[src/rtl/gray_pkg.sv]
// Shared definitions for the 3x3 RGB444 grayscale window scheduler.
//   state_t : scheduler states. IDLE waits for a window, ROW0..ROW2 convert one
//             window row per cycle, and DONE presents the result.
//   COEF_*  : luma weights. They sum to 256, so dividing the sum by 2 yields a
//             12-bit gray word no larger than 0x780.
//   WIN_N   : pixels per window.
//   ROW_N   : pixels per row, which is also the number of shared lanes.
package gray_pkg;

  typedef enum logic [2:0] {
    IDLE = 3'd0,
    ROW0 = 3'd1,
    ROW1 = 3'd2,
    ROW2 = 3'd3,
    DONE = 3'd4
  } state_t;

  localparam int COEF_R = 77;
  localparam int COEF_G = 150;
  localparam int COEF_B = 29;
  localparam int WIN_N  = 9;
  localparam int ROW_N  = 3;

endpackage

[src/rtl/gray_lane.sv]
// One combinational grayscale lane.
//   pix  : RGB444 pixel, with R in [11:8], G in [7:4] and B in [3:0].
//   en   : 1 converts the pixel to gray, 0 passes it through unchanged.
//   gray : gray word, zero-extended to PIX_W, or the unchanged pixel.
module gray_lane
  import gray_pkg::*;
#(
  parameter int PIX_W = 12
) (
  input  logic [PIX_W-1:0] pix,
  input  logic             en,
  output logic [PIX_W-1:0] gray
);

  // The weighted sum fits in 13 bits (15*256 = 3840).
  // Halving the sum keeps the upper 12 bits of that 13-bit value.
  function automatic logic [PIX_W-1:0] scale_sum(input logic [12:0] s);
    return PIX_W'(s >> 1);
  endfunction

  logic [12:0] r_term;
  logic [12:0] g_term;
  logic [12:0] b_term;
  logic [12:0] sum;

  always_comb begin
    r_term = 13'(pix[11:8]) * 13'(COEF_R);
    g_term = 13'(pix[7:4])  * 13'(COEF_G);
    b_term = 13'(pix[3:0])  * 13'(COEF_B);
    sum    = r_term + g_term + b_term;
    gray   = en ? scale_sum(sum) : pix;
  end

endmodule

[src/rtl/gray_window_sched.sv]
// Scheduler that shares three grayscale lanes across a 3x3 RGB444 window.
// A captured window is converted one row per cycle in ROW0..ROW2. The result is
// then presented in DONE until the downstream handshake completes.
//   clk, reset_n : clock and asynchronous active-low reset.
//   in_valid     : upstream valid.
//   in_ready     : upstream ready.
//   in_data      : 9-pixel window. Pixel p occupies [PIX_W*p +: PIX_W].
//   cfg_gray_en  : 1 converts the window, 0 bypasses it. Sampled on accept.
//   out_valid    : downstream valid.
//   out_ready    : downstream ready.
//   out_data     : result window, packed the same way as in_data.
//   busy         : high while a row is being converted.
//   win_cnt      : completed output handshakes. Wraps at 2^CNT_W.
module gray_window_sched
  import gray_pkg::*;
#(
  parameter int PIX_W = 12,
  parameter int CNT_W = 16
) (
  input  logic                   clk,
  input  logic                   reset_n,
  input  logic                   in_valid,
  output logic                   in_ready,
  input  logic [WIN_N*PIX_W-1:0] in_data,
  input  logic                   cfg_gray_en,
  output logic                   out_valid,
  input  logic                   out_ready,
  output logic [WIN_N*PIX_W-1:0] out_data,
  output logic                   busy,
  output logic [CNT_W-1:0]       win_cnt
);

  state_t                 state;
  state_t                 nxt;
  logic [1:0]             row_sel;
  logic                   accept;
  logic [WIN_N*PIX_W-1:0] win_p0;
  logic                   en_p0;
  logic [WIN_N*PIX_W-1:0] out_p1;
  logic [CNT_W-1:0]       cnt;
  logic [PIX_W-1:0]       lane_pix [ROW_N];
  logic [PIX_W-1:0]       lane_out [ROW_N];

  always_comb begin
    nxt       = state;
    in_ready  = 1'b0;
    out_valid = 1'b0;
    busy      = 1'b0;
    row_sel   = 2'd0;
    case (state)
      IDLE: begin
        in_ready = 1'b1;
        if (in_valid) nxt = ROW0;
      end
      ROW0: begin
        busy    = 1'b1;
        row_sel = 2'd0;
        nxt     = ROW1;
      end
      ROW1: begin
        busy    = 1'b1;
        row_sel = 2'd1;
        nxt     = ROW2;
      end
      ROW2: begin
        busy    = 1'b1;
        row_sel = 2'd2;
        nxt     = DONE;
      end
      DONE: begin
        out_valid = 1'b1;
        // Passing out_ready straight through lets the next window be accepted
        // on the same edge that retires the current one.
        in_ready  = out_ready;
        if (out_ready) nxt = in_valid ? ROW0 : IDLE;
      end
      default: nxt = IDLE;
    endcase
  end

  assign accept = in_valid & in_ready;

  always_ff @(posedge clk or negedge reset_n) begin
    if (!reset_n) state <= IDLE;
    else          state <= nxt;
  end

  // Stage p0: captured window and enable.
  always_ff @(posedge clk or negedge reset_n) begin
    if (!reset_n) begin
      win_p0 <= '0;
      en_p0  <= 1'b0;
    end else if (accept) begin
      win_p0 <= in_data;
      en_p0  <= cfg_gray_en;
    end
  end

  for (genvar k = 0; k < ROW_N; k++) begin : g_lane
    assign lane_pix[k] = win_p0[PIX_W*(ROW_N*int'(row_sel)+k) +: PIX_W];

    gray_lane #(.PIX_W(PIX_W)) u_lane (
      .pix  (lane_pix[k]),
      .en   (en_p0),
      .gray (lane_out[k])
    );
  end

  // Stage p1: result window. Only the row selected by the current state is written.
  always_ff @(posedge clk or negedge reset_n) begin
    if (!reset_n) begin
      out_p1 <= '0;
    end else if (busy) begin
      for (int k = 0; k < ROW_N; k++)
        out_p1[PIX_W*(ROW_N*int'(row_sel)+k) +: PIX_W] <= lane_out[k];
    end
  end

  always_ff @(posedge clk or negedge reset_n) begin
    if (!reset_n)                   cnt <= '0;
    else if (out_valid & out_ready) cnt <= cnt + 1'b1;
  end

  assign out_data = out_p1;
  assign win_cnt  = cnt;

endmodule

[config.mk]
export PLATFORM = sky130hd
export DESIGN_NAME = gray_window_sched
export DESIGN_NICKNAME = d
export VERILOG_FILES = /design/src/rtl/gray_pkg.sv /design/src/rtl/gray_lane.sv /design/src/rtl/gray_window_sched.sv
export SDC_FILE = /design/constraint.sdc
export NUM_CORES = 1
export LEC_CHECK = 0
export CAP_MARGIN = 20
export CORE_MARGIN = 2
export CORE_UTILIZATION = 57
export CTS_BUF_LIST = sky130_fd_sc_hd__clkbuf_4
export DETAILED_ROUTE_END_ITERATION = 16
export PLACE_DENSITY = 0.92
export SYNTH_ARGS = -nofsm -noshare
export SYNTH_HDL_FRONTEND = slang
export SYNTH_HIERARCHICAL = 1
export SYNTH_SLANG_ARGS = --single-unit
[constraint.sdc]
create_clock -name clk -period 7.38 [get_ports clk]
set_input_delay 0.738 -clock clk [delete_from_list [all_inputs] [get_ports clk]]
set_output_delay 0.738 -clock clk [all_outputs]
set_load 0.02 [all_outputs]
======== Word level (Yosys, flattened, before mapping) ========
Index checks and enable logic that the tools add are counted.
storage, ports and cells
  word-level logic and storage cells ...... 64
  flip-flop bits (word level) ............. 236
  bits of input ports ..................... 113
operators by class
  $mul .................................... 13
  add/subtract/negate cells ............... 12
  bitwise gates (word level) .............. 2
  reduce and logical (&&, ||, !) cells .... 3
  multiplexer cells ....................... 14
  equal/unequal tests ..................... 6
  shifts and indexed selects .............. 9
operators by type and width
  operator                                                  count
  bitwise mux 108 bit                                       3
  variable shift 12 x 33 -> 108 bit (first input constant)  3
  variable part select 108 x 32 -> 12 bit                   3
  variable part select 12 x 33 -> 108 bit                   3
  multiplier 4 x 7 -> 11 bit (second input constant)        6
  negator 32 -> 33 bit                                      2
  multiplier 3 x 32 -> 30 bit (first input constant)        2
  adder 11 x 12 -> 13 bit                                   3
  adder 13 x 9 -> 13 bit                                    3
  2-to-1 mux 12 bit                                         3
  negator 9 -> 33 bit                                       1
  adder 32 x 2 -> 32 bit (second input constant)            1
  multiplier 4 x 5 -> 9 bit (second input constant)         3
  adder 16 x 1 -> 16 bit (second input constant)            1
  one-hot mux 3 bit (5 select lines)                        1
  multiplier 2 x 5 -> 7 bit (first input constant)          1
  == test 3 x 2 -> 1 bit (second input constant)            2
  2-to-1 mux 3 bit                                          2
  adder 4 x 2 -> 5 bit (second input constant)              1
  multiplier 2 x 2 -> 4 bit (first input constant)          1
  inequality test 2 bit (second input constant)             2
  one-hot mux 2 bit (2 select lines)                        1
  == test 3 x 1 -> 1 bit (second input constant)            1
  == test 3 bit (second input constant)                     1
  6 further kinds                                           9

======== Depth between registers and ports, before layout ========
Gate-level depths: netlist of run 1.
  word-level depth ........................ 13
  mapped depth ............................ 26
  gate-level depth less buffers ........... 24

======== By module ========
The synthesis of run 1 kept the hierarchy.
modules (own cells, without submodules)
  module                             sequential area each (sq um)  instances  cells an instance  area an instance (sq um)
  gray_window_sched                  5905.7                        1          657                10074.7
  gray_lane at g_lane[0].u_lane ...  0.0                           2          200                1761.7
  gray_lane at g_lane[2].u_lane      0.0                           1          200                1762.9

======== Least setup slack after synthesis of run 1 ========
No wires, ideal clock.
  path kind ............................... reg-to-reg
  start ................................... register state[0]
  end ..................................... register out_p1[45] (netlist: out_data[45])
  clock period less this slack ............ 6353 ps
  required time ........................... 7255 ps
  stages on the path, launching flop included .. 27
  arrival ................................. 6228 ps
  buffers on the path ..................... 3
  library setup time ...................... 125 ps
  setup slack ............................. 1027 ps
  cells stage by stage .................... dfrtp_1 > buf_6 > buf_4 > buf_2 > mux2i_1 > o21ai_0 > ha_1 > inv_1 > fa_1 > inv_1 > ha_1 > a21o_1 > a21oi_1 > xnor2_1 > ha_1 > ha_1 > inv_1 > fa_1 > fa_1 > inv_1 > ha_1 > and3_1 > a221oi_2 > o21ai_2 > xor2_1 > mux2_4 > mux2_2
RTL lines
  what                            RTL line                  text
  start: declaration              gray_window_sched.sv:33   state_t state;
  start signal: assignment        gray_window_sched.sv:85   else state <= nxt;
  end signal: indexed assignment  gray_window_sched.sv:115  out_p1[PIX_W*(ROW_N*int'(row_sel)+k) +: PIX_W] <= lane_out[k];
  end: declaration                gray_window_sched.sv:39   logic [WIN_N*PIX_W-1:0] out_p1;

==> results.sh, run 1 <==
export IMPL_outcome="finished, final reports clean"
export IMPL_gp_congestion=0.937
export IMPL_synth_edf_count=0
export IMPL_cts_tree="done"
export IMPL_antenna_left=0
export IMPL_cp_common_cell="ha_1"
export IMPL_clk_pin_slew_ns=0.07
export IMPL_place_ws_ns=0.562
export IMPL_dieWidth_um=168
export IMPL_core_area_um2=26700
export IMPL_fin_util_pct=70.7
export IMPL_drive_gt1_share_pct=23.1
export IMPL_root_buffer="clkbuf_4"
export IMPL_endpoint_kind="flop"
export IMPL_syn_area_per_cell_um2=12.2
export IMPL_avgRoutedWirePerCell_um=19.0
export IMPL_cts_repair_resized=0
export IMPL_hpwl_mm=27.5
export IMPL_clock_sinks=236
export IMPL_dr_total_vias=10603
export IMPL_htree_levels=2
export IMPL_layout_worst_path_cycle_share_pct=93.5
export IMPL_tightest_slew_ns=1.15
export IMPL_overflow=0
export IMPL_crit_chain="nand2b_4, o21ai_0, ha_1, inv_1, fa_1, inv_1, ha_1, a21o_1, a21oi_1, xnor2_1, ha_1, ha_1, inv_1, fa_1, fa_1, inv_1, ha_1, and3_1, a221oi_2, o21ai_2, xor2_1, mux2_4, mux2_2"
export IMPL_crit_path_start_kind="flop"
export IMPL_cap_viol_max_count=0
export IMPL_setup_worst_path_class="reg2reg"
export IMPL_syn_nets=1581
export IMPL_cts_buffers_inserted=61
export IMPL_worstPathMaxFanout=45
export IMPL_final_hold_viol_count=0
export IMPL_drt_initial_drc_count=532
export IMPL_crit_path_top_delay_cell="o21ai_0"
export IMPL_synth_seq_cells=236
export IMPL_grt_first_pass_wirelength_mm=59.4
export IMPL_setup_tns_ns=0
export IMPL_drtPass1Iterations=5
export IMPL_die_h_um=168
export IMPL_setup_viol=0
export IMPL_fmax_mhz=145
export IMPL_rsz0062_at_grt="false"
export IMPL_final_nets=1862
export IMPL_hold_buffers=0
export IMPL_period_needed_ns=6.90
export IMPL_grt_antenna_before_repair=3
export IMPL_syn_inst=1257
export IMPL_row_count=60
export IMPL_synth_cell_types=54
export IMPL_fp_dieArea_um2=28300
export IMPL_grt_pass1_vias=11565
export IMPL_grt_use_total_pct=26.5
export IMPL_drc=0
export IMPL_area_delta_synth_final_pct=23.0
export IMPL_critPathArrivalTime_ns=7.46
export IMPL_finalClockSkew_ns=0.0503
export IMPL_drt_total_wl_mm=36.7
export IMPL_netlist_area_um2=15400
export IMPL_slowest_delay_ns=0.85
export IMPL_ys_flop_type="dfrtp_1"
export IMPL_drv_slew=0
export IMPL_ys_seq_area_share_pct=38.4
export IMPL_hp_class="in2async"
export IMPL_finalWorstSetupSlack_ns=0.477
export IMPL_numPortBuffers=239
export IMPL_required_ns=7.93
export IMPL_cts_setup_buffers=0
export IMPL_grt_max_degree=127
export IMPL_initial_core_util_pct=57.5
export IMPL_insertion_delay_ns=0.70
export IMPL_io_pins=240
export IMPL_async_flop_share_pct=100
export IMPL_via_per_inst=5.49
export IMPL_clk_path_buf_depth=3
export IMPL_max_slew_margin_pct=22.7
export IMPL_yosys_warnings=6
==> critical path: cells and delay by family (launching register included) <==
family | cells | cell delay (ns)
adder cells (fa/ha/maj) | 8 | 2.92
AO/OA/AOI/OAI | 5 | 1.66
AND/OR/NAND/NOR | 2 | 0.63
multiplexers | 2 | 0.53
flip-flops | 1 | 0.47
XOR/XNOR | 2 | 0.31
buffers and inverters | 4 | 0.22
==> Yosys cell counts, types with 7 or more instances <==
master	instances	area share, %
buf_2	12	0.39
a21o_1	9	0.44
xnor2_1	34	1.9
dfrtp_1	236	38
o21ai_0	52	1.7
ha_1	142	12
mux2_4	102	10
nor3b_1	8	0.39
nand3_1	12	0.39
fa_1	69	9.0
inv_1	166	4.1
mux2_2	126	9.2
buf_6	12	0.88
a21oi_1	24	0.78
nand2_1	72	1.8
xor2_1	11	0.63
mux2i_1	39	2.5
buf_4	7	0.34
clkbuf_1	13	0.32
nor2_1	17	0.42
==> logic make-up after synthesis <==
group | after synthesis | synth area share, %
multiplexers | 268 | 21.8
flip-flops | 236 | 38.4
adder cells (fa/ha/maj) | 211 | 20.6
buffers and inverters | 210 | 5.99
AND/OR/NAND/NOR | 152 | 4.96
AO/OA/AOI/OAI | 135 | 5.66
XOR/XNOR | 45 | 2.57
==> final cells by class <==
class | instances | area [um^2]
clock buffers | 84 | 631
well taps | 341 | 427
flip-flops and latches | 236 | 5910
inverters | 166 | 623
clock inverters | 28 | 165
diodes | 3 | 7.51
fillers | 1786 | 7840
repair buffers | 262 | 2570
multi-input cells | 811 | 8560
==> state kept, by name, indices dropped and copies added, names as in the netlist <==
signal / flops
en_p0: 1
win_p0: 108
win_cnt: 16
state: 3
out_data: 108
==> placed cells by master (no fill, tap or decap), drive strengths merged, types with 7 or more instances in the layout <==
master,n
clkdlybuf4s50,238
dfrtp,236
mux2,229
inv,167
ha,142
clkbuf,84
nand2,73
fa,69
o21ai,55
mux2i,39
xnor2,34
clkinv,25
a21oi,24
buf,24
nor2,19
nand3,12
a21o,12
xor2,11
nor3b,8
a21boi,7
==> worst paths after layout <==
kind,startpoint,endpoint,slack (ns),cells after the start
setup / recovery,state[2]$_DFFE_PN0P_,out_data[45]$_DFFE_PN0P_,0.48,23
hold / removal,reset_n,out_data[106]$_DFFE_PN0P_,0.17,1
setup reg to reg,state[2]$_DFFE_PN0P_,out_data[45]$_DFFE_PN0P_,0.48,23
hold reg to reg,win_cnt[15]$_DFFE_PN0P_,win_cnt[15]$_DFFE_PN0P_,0.49,1
max in group asynchronous,reset_n,out_data[13]$_DFFE_PN0P_,5.76,2
min in group clk,win_cnt[15]$_DFFE_PN0P_,win_cnt[15]$_DFFE_PN0P_,0.49,1
==> routing by layer <==
metal  vias to the layer above  global-route usage [%]  part of all wire, %
met5                         -                       0                    0
met4                         0                    9.60                  2.9
met3                        79                    5.74                  5.7
met2                       350                    46.2                   50
met1                      5292                    32.5                   42
li1                       4882                       -                    -
==> per-stage QoR <==
stage,hold slack (ns),cells,cell area [um^2]
global route,0.197,1930,18900
CTS,0.152,1928,18900
finish,0.166,1931,18900
detailed placement,0.473,1816,18100
floorplan,0.442,1257,15400
global placement,0.461,1816,18100
Power of run 1 is not shown: default switching activity piles up to over one toggle a cycle in this logic, so the estimate is an artifact.
==> run 2: changes to the inputs <==
Settings changed: REMOVE_ABC_BUFFERS set to 1.
==> results.sh, run 2 (synthesized netlist as in run 1, its figures left out) <==
export IMPL_cts_setup_buffers=0
export IMPL_overflow=0
export IMPL_critPathBufInv=5
export IMPL_dieWidth_um=168
export IMPL_insertion_delay_ns=0.69
export IMPL_die_h_um=168
export IMPL_dp_cells=1819
export IMPL_setup_viol=0
export IMPL_root_buffer="clkbuf_4"
export IMPL_period_needed_ns=6.77
export IMPL_tightest_slew_ns=1.11
export IMPL_area_delta_synth_final_pct=23.0
export IMPL_final_hold_viol_count=0
export IMPL_clk_pin_slew_ns=0.06
export IMPL_multi_input_area_um2=8560
export IMPL_cpLargestDelayFamily="adder cells"
export IMPL_hold_buffers=0
export IMPL_finalWorstSetupSlack_ns=0.608
export IMPL_grt_antenna_before_repair=1
export IMPL_avgRoutedWirePerCell_um=18.4
export IMPL_startpoint="state[2]$_DFFE_PN0P_"
export IMPL_row_count=60
export IMPL_cts_buffers_inserted=61
export IMPL_grt_first_pass_wirelength_mm=58.6
export IMPL_rsz0062_at_grt="false"
export IMPL_drt_total_wl_mm=35.6
export IMPL_finalClockSkew_ns=0.0276
export IMPL_drc=0
export IMPL_grt_pass1_vias=11716
export IMPL_fmax_mhz=148
export IMPL_drive_gt1_share_pct=23.1
export IMPL_grt_use_total_pct=25.8
export IMPL_setup_worst_path_class="reg2reg"
export IMPL_core_area_um2=26700
export IMPL_initial_core_util_pct=57.5
export IMPL_layout_commonest_cell="clkdlybuf4s50_1"
export IMPL_critPathArrivalTime_ns=7.38
export IMPL_r2r_start="state[2]$_DFFE_PN0P_"
export IMPL_fp_dieArea_um2=28300
export IMPL_drtPass1Iterations=4
export IMPL_clk_path_buf_depth=3
export IMPL_max_slew_margin_pct=26.3
export IMPL_regArea_um2=5910
export IMPL_numPortBuffers=239
export IMPL_worstPathMaxFanout=46
export IMPL_required_ns=7.99
export IMPL_grt_max_degree=123
export IMPL_dr_total_vias=10542
export IMPL_outcome="finished, final reports clean"
export IMPL_cts_repair_resized=0
export IMPL_layout_common_cells="238 x clkdlybuf4s50_1, 234 x dfrtp_1, 166 x inv_1"
export IMPL_cp_common_cell="ha_1"
export IMPL_hpwl_mm=26.2
export IMPL_crit_path_start_kind="flop"
export IMPL_fin_cells=1933
export IMPL_gp_congestion=0.871
export IMPL_fin_hold_ws_ns=0.167
export IMPL_slowest_delay_ns=0.54
export IMPL_layout_worst_path_cycle_share_pct=91.8
export IMPL_clock_sinks=236
export IMPL_final_nets=1866
export IMPL_place_ws_ns=0.695
export IMPL_via_per_inst=5.45
export IMPL_antenna_left=0
export IMPL_cts_tree="done"
export IMPL_drt_initial_drc_count=329
export IMPL_htree_levels=2
export IMPL_hp_class="in2async"
export IMPL_drv_slew=0
export IMPL_crit_path_top_delay_cell="fa_1"
export IMPL_io_pins=240
export IMPL_endpoint_kind="flop"
export IMPL_cap_viol_max_count=0
export IMPL_nFillCells=1798
## run 2: changes by cell type in the layout (fill, tap and decap cells not counted), sizes merged
cell,delta
clkbuf,-3
buf,+4
clkinv,+4
diode,-2
bufinv,-1
## run 2: worst paths after layout
kind | to | slack (ns) | cells past startpoint
max | out_data[104]$_DFFE_PN0P_ | 0.61 | 25
min | win_cnt[7]$_DFFE_PN0P_ | 0.17 | 1
max reg2reg | out_data[104]$_DFFE_PN0P_ | 0.61 | 25
min reg2reg | win_cnt[15]$_DFFE_PN0P_ | 0.48 | 1
max in group asynchronous | en_p0$_DFFE_PN0P_ | 5.68 | 2
min in group clk | win_cnt[15]$_DFFE_PN0P_ | 0.48 | 1
## run 2: per-layer routing
| layer | wire length (um) | vias to the layer above | GRT usage, % |
|---|---|---|---|
| li1 | - | 4893 | - |
| met1 | 14900 | 5260 | 32.2 |
| met2 | 17800 | 313 | 44.9 |
| met3 | 2010 | 76 | 5.24 |
| met4 | 861 | 0 | 8.73 |
| met5 | 0 | - | 0 |
## run 2: worst reg2reg max path, stage by stage, from the launching register on
cell and delay, ns:
dfrtp_1 0.49, nand2b_4 0.51, buf_4 0.31, nand2_1 0.07
o21ai_0 0.26, ha_1 0.25, inv_1 0.05, fa_1 0.47
inv_1 0.06, ha_1 0.22, a21o_1 0.18, a21oi_1 0.21
xnor2_1 0.15, ha_1 0.25, ha_1 0.29, inv_1 0.07
fa_1 0.43, fa_1 0.54, inv_1 0.04, ha_1 0.36
and3_2 0.23, a21boi_1 0.29, o21a_1 0.19, nor3_1 0.05
o31ai_1 0.47, mux2_2 0.26
## run 2: stage by stage
| step | area (um^2) | setup TNS (ns) | utilization, % |
|---|---|---|---|
| 6_report | 18900 | 0 | 70.7 |
| 3_3_place_gp | 18100 | 0 | 67.8 |
| 5_1_grt | 18900 | 0 | 70.7 |
| 2_1_floorplan | 15100 | -0.614 | - |
| 4_1_cts | 18900 | 0 | 70.6 |
| 3_5_place_dp | 18100 | 0 | 67.8 |
## run 2: cell type report
class / count / share of cell area [%]
Timing Repair Buffer: 266 / 13.8
Tap cell: 341 / 2.26
Multi-Input combinational cell: 811 / 45.3
Clock inverter: 31 / 0.801
Sequential cell: 236 / 31.3
Clock buffer: 81 / 3.22
Antenna cell: 1 / 0.0132
Inverter: 166 / 3.30
Power of run 2 is left out for the same reason.
